## src/rtl/alu_exec.sv

```systemverilog
// Single-cycle ALU execute stage: combinational ALU-control decode plus a registered
// ALU result, zero flag and independent branch/PC adder sum.
module alu_exec #(
    parameter int unsigned WIDTH = 32
) (
    input  logic             clk,
    input  logic             rst_n,
    input  logic             in_valid,
    input  logic [5:0]       funct,
    input  logic             alu_op0,
    input  logic             alu_op1,
    input  logic [WIDTH-1:0] a,
    input  logic [WIDTH-1:0] b,
    input  logic [WIDTH-1:0] add_a,
    input  logic [WIDTH-1:0] add_b,
    output logic [2:0]       alu_ctrl,
    output logic             out_valid,
    output logic [WIDTH-1:0] alu_result,
    output logic             zero,
    output logic [WIDTH-1:0] add_sum
);

    localparam int unsigned CTRL_W = 3;

    localparam logic [CTRL_W-1:0] CTRL_AND = 3'b000;
    localparam logic [CTRL_W-1:0] CTRL_OR  = 3'b001;
    localparam logic [CTRL_W-1:0] CTRL_ADD = 3'b010;
    localparam logic [CTRL_W-1:0] CTRL_NOR = 3'b100;
    localparam logic [CTRL_W-1:0] CTRL_SUB = 3'b110;
    localparam logic [CTRL_W-1:0] CTRL_SLT = 3'b111;

    logic [CTRL_W-1:0] ctrl_c;
    logic [WIDTH-1:0]  alu_res_c;

    logic             valid_q,  valid_d;
    logic [WIDTH-1:0] result_q, result_d;
    logic             zero_q,   zero_d;
    logic [WIDTH-1:0] sum_q,    sum_d;

    // ALU-control decode; ALUOp=11 is treated like 00 (add)
    always_comb begin
        ctrl_c = CTRL_ADD;
        unique case ({alu_op1, alu_op0})
            2'b01:   ctrl_c = CTRL_SUB;
            2'b10: begin
                unique case (funct)
                    6'b100000: ctrl_c = CTRL_ADD;
                    6'b100010: ctrl_c = CTRL_SUB;
                    6'b100100: ctrl_c = CTRL_AND;
                    6'b100101: ctrl_c = CTRL_OR;
                    6'b100111: ctrl_c = CTRL_NOR;
                    6'b101010: ctrl_c = CTRL_SLT;
                    default:   ctrl_c = CTRL_ADD;
                endcase
            end
            default: ctrl_c = CTRL_ADD;
        endcase
    end

    // Datapath; unused control codes produce zero
    always_comb begin
        alu_res_c = '0;
        unique case (ctrl_c)
            CTRL_AND: alu_res_c = a & b;
            CTRL_OR:  alu_res_c = a | b;
            CTRL_ADD: alu_res_c = a + b;
            CTRL_SUB: alu_res_c = a - b;
            CTRL_NOR: alu_res_c = ~(a | b);
            CTRL_SLT: alu_res_c = ($signed(a) < $signed(b)) ? WIDTH'(1) : '0;
            default:  alu_res_c = '0;
        endcase
    end

    // Capture on valid, otherwise hold the previous result
    always_comb begin
        valid_d  = in_valid;
        result_d = result_q;
        zero_d   = zero_q;
        sum_d    = sum_q;
        if (in_valid) begin
            result_d = alu_res_c;
            zero_d   = (alu_res_c == '0);
            sum_d    = add_a + add_b;
        end
    end

    always_ff @(posedge clk) begin
        if (!rst_n) begin
            valid_q  <= 1'b0;
            result_q <= '0;
            zero_q   <= 1'b1;
            sum_q    <= '0;
        end else begin
            valid_q  <= valid_d;
            result_q <= result_d;
            zero_q   <= zero_d;
            sum_q    <= sum_d;
        end
    end

    assign alu_ctrl   = ctrl_c;
    assign out_valid  = valid_q;
    assign alu_result = result_q;
    assign zero       = zero_q;
    assign add_sum    = sum_q;

endmodule

```

## config.mk

```make
export PLATFORM = sky130hd
export DESIGN_NAME = alu_exec
export DESIGN_NICKNAME = d
export VERILOG_FILES = /design/src/rtl/alu_exec.sv
export SDC_FILE = /design/constraint.sdc
export NUM_CORES = 1
export LEC_CHECK = 0
export BUFFER_PORTS_ARGS = -buffer_cell sky130_fd_sc_hd__buf_2
export CAP_MARGIN = 10
export CORE_MARGIN = 5
export CORE_UTILIZATION = 50
export DETAILED_ROUTE_END_ITERATION = 12
export GPL_TIMING_DRIVEN = 0
export PLACE_DENSITY = 0.77
export SYNTH_ARGS = -nofsm -noshare
export SYNTH_HDL_FRONTEND = slang
export SYNTH_SLANG_ARGS = --single-unit
```

## constraint.sdc

```tcl
create_clock -name clk -period 5.8 [get_ports clk]
set_clock_uncertainty 0.05 [all_clocks]
set_input_delay 1.16 -clock clk [delete_from_list [all_inputs] [get_ports clk]]
set_output_delay 1.16 -clock clk [all_outputs]
set_load 0.01 [all_outputs]
```

==> run metrics <==
status complete, no violations; Rel. slew slack 0.452; Syn Inst Count about 1300; DRT iter0 DRCs ~870; Mapped Nets 1547; WL/cell roughly 19 µm; Die Span Y 146 µm; Worst EP arrival around 5000 ps; main combinational cell family by area after synthesis compound AO/OA/AOI/OAI gates; switching share of power 0.410; top-count cell post-synth nor2_1; number of gates resized after CTS 0; fin crit share 0.851; Final HPWL DP around 27000 µm; sw power between 800 and 900 µW; Yosys cell types 82; HP Class flop to flop; multi-input logic area a little over 7000 µm²; Setup TNS 0 ps; Hold Vio Cnt, Final 0; Routability Congestion roughly 0.95; critical path data required time 6020 ps; DR vias/cell between 6 and 7; sequential-to-total area share from yosys stat 0.144; startpoint class of the critical path input pin; DRC 0; post-synth top area cell ha_1; GRT overflow 0; Vias roughly 11000; CP max FO 7; unrepaired setup endpoints after global routing no; core area between 15000 and 20000 µm²; I/O Pins ~210; final instance area 10800 µm²; first-pass GRT wire length about 52000 µm; critical path class input pin to flop; Reg area 1320 µm²; # setup viols final 0; CP Capture Type flop; clk_lat worst skew approximately 320 ps; layout cells sized above 1 0.173; P&R area growth vs syn 17.5%; Row Count 49; Slew Limit Fails 0; drt total wl 33300 µm; max-cap viol count 0; Synth Cell Area 9190 µm²; starting density of the core 0.510; H-tree depth 3; fill count about 1700; Tot GR Track Use 0.295; dpl cell area 10500 µm²; fmax just over 0.2 GHz; Num CTS Buffers 9; Lkg Pwr roughly 0.0052 µW; CTS root buffer clkbuf_16; vias in the first global route ~9700; Compound-Gate Fraction of Synth Area 0.326; number of synthesized register bits 66; Clk pwr share 0.257; Synth area leaders ha_1, dfxtp_1, a21oi_1; logic gate share of total power 0.485; Post-Synth XOR/XNOR Area 0.0515; post-synth top area share 0.180; Post-synth top cells nor2_1, ha_1, a21oi_1; largest net degree at the start of global routing 13; # nets final between 1500 and 2000; Tightest Pin Transition 819 ps; ys flop type dfxtp_1; Synth Area in Adders 0.186; antenna-violating nets left 0; die area between 20000 and 25000 µm²; initial antenna violation count 0; number of I/O port buffers slightly above 200; warnings from Yosys 0; final worst path period need around 4900 ps; syn avg cell area 7.22 µm²; Synth Area in Simple Gates 0.187; diode count 0; Hold-fix buffers, CTS 0; number of synthesized flops with an enable pin 0; drt pass-1 iters 5; Sink Count 66; clock buffer depth 2; Pwr Density roughly 190 nW/µm²; mux contribution to synthesized area 0.0240; post-CTS setup buffer count 0; CTS tree built; P_int about 1200 µW; Power Total 2080 µW; clk slew on worst S/H paths ~60 ps; Max VDD drop ~200 µV; Synth async-reset ratio 0; Die X roughly 150 µm; Flop pwr share 0.258
==> worst max-delay path, cell delays in order <==
cell and delay (ps):
buf_2 100, inv_1 40, ha_1 260, clkbuf_1 280, inv_1 130, a21oi_1 280
o21ai_0 230, a2111oi_0 680, nand3b_1 260, a21oi_1 230, o21ai_0 110, a32oi_1 360
nand4_1 140, nor4_1 450, and4_1 260, a41o_1 180
==> cell families (layout without fill, tap and decap cells) <==
logic type,after synthesis,in the layout
AND/OR/NAND/NOR,358,358
flip-flops,66,66
adder cells (fa/ha/maj),135,135
AO/OA/AOI/OAI,455,455
XOR/XNOR,54,54
multiplexers,22,22
buffers and inverters,183,404
==> metal layers <==
metal  wire length (µm)  vias to the layer above  share of wire  GRT usage
met4               1170                        0          0.035      0.104
met3               2620                       76          0.079     0.0473
met2              15300                      462           0.46      0.485
met1              14200                     4935           0.43      0.392
met5                  0                        -              0          0
li1                   -                     5040              -          -
==> registers in the layout, indices dropped and copies added, names as in the netlist <==
name and flops:
add_sum 32, alu_result 32, zero 1, out_valid 1
==> power groups by stage <==
stage	Combinational (µW)	Clock, µW	Sequential, µW
2_1_floorplan	641	0	558
4_1_cts	992	535	534
6_report	1010	535	536
3_5_place_dp	985	0	544
3_3_place_gp	975	0	543
5_1_grt	1100	561	540
==> metrics by stage <==
step	hold slack, ps	worst slack [ps]	instances	utilization
floorplan	448	1740	1273	-
global placement	407	663	1707	0.583
detailed placement	411	659	1707	0.583
CTS	424	969	1723	0.599
global route	441	574	1723	0.599
finish	422	866	1723	0.599
==> final cells by class <==
type,count,area share
Buffer,68,0.0285
Clock inverter,6,0.00626
Inverter,115,0.0411
Tap cell,229,0.0265
Multi-Input combinational cell,1024,0.659
Sequential cell,66,0.122
Clock buffer,10,0.0212
Timing Repair Buffer,205,0.0950
==> final timing paths <==
| kind | end | slack, ps | depth (start not counted) | startpoint |
|---|---|---|---|---|
| setup / recovery | zero | 870 | 16 | a[16] |
| hold / removal | alu_result[29] | 420 | 1 | alu_result[29] |
| setup reg to reg | zero | 4910 | 2 | zero |
| hold reg to reg | alu_result[29] | 420 | 1 | alu_result[29] |
==> cells in the final DEF (no fill, tap or decap), types with 9 or more instances in the layout <==
cell and instances:
dfxtp_1 66, nor3_1 33, nand2_1 64, a211oi_1 37
mux2i_1 22, o21a_1 11, clkbuf_1 43, nor2b_1 11
ha_1 132, xor2_1 15, o21bai_1 12, nand3_1 22
nand4_1 12, and2_1 10, o22ai_1 9, xnor2_1 39
clkbuf_16 9, a21oi_1 121, or3_1 11, nand2b_1 18
inv_1 110, a31oi_1 14, a22oi_1 11, o211ai_1 28
a21o_1 21, nor2_1 140, and3_1 11, buf_2 218
o21ai_0 96
Note: power is estimated with default switching activity, not from simulation.
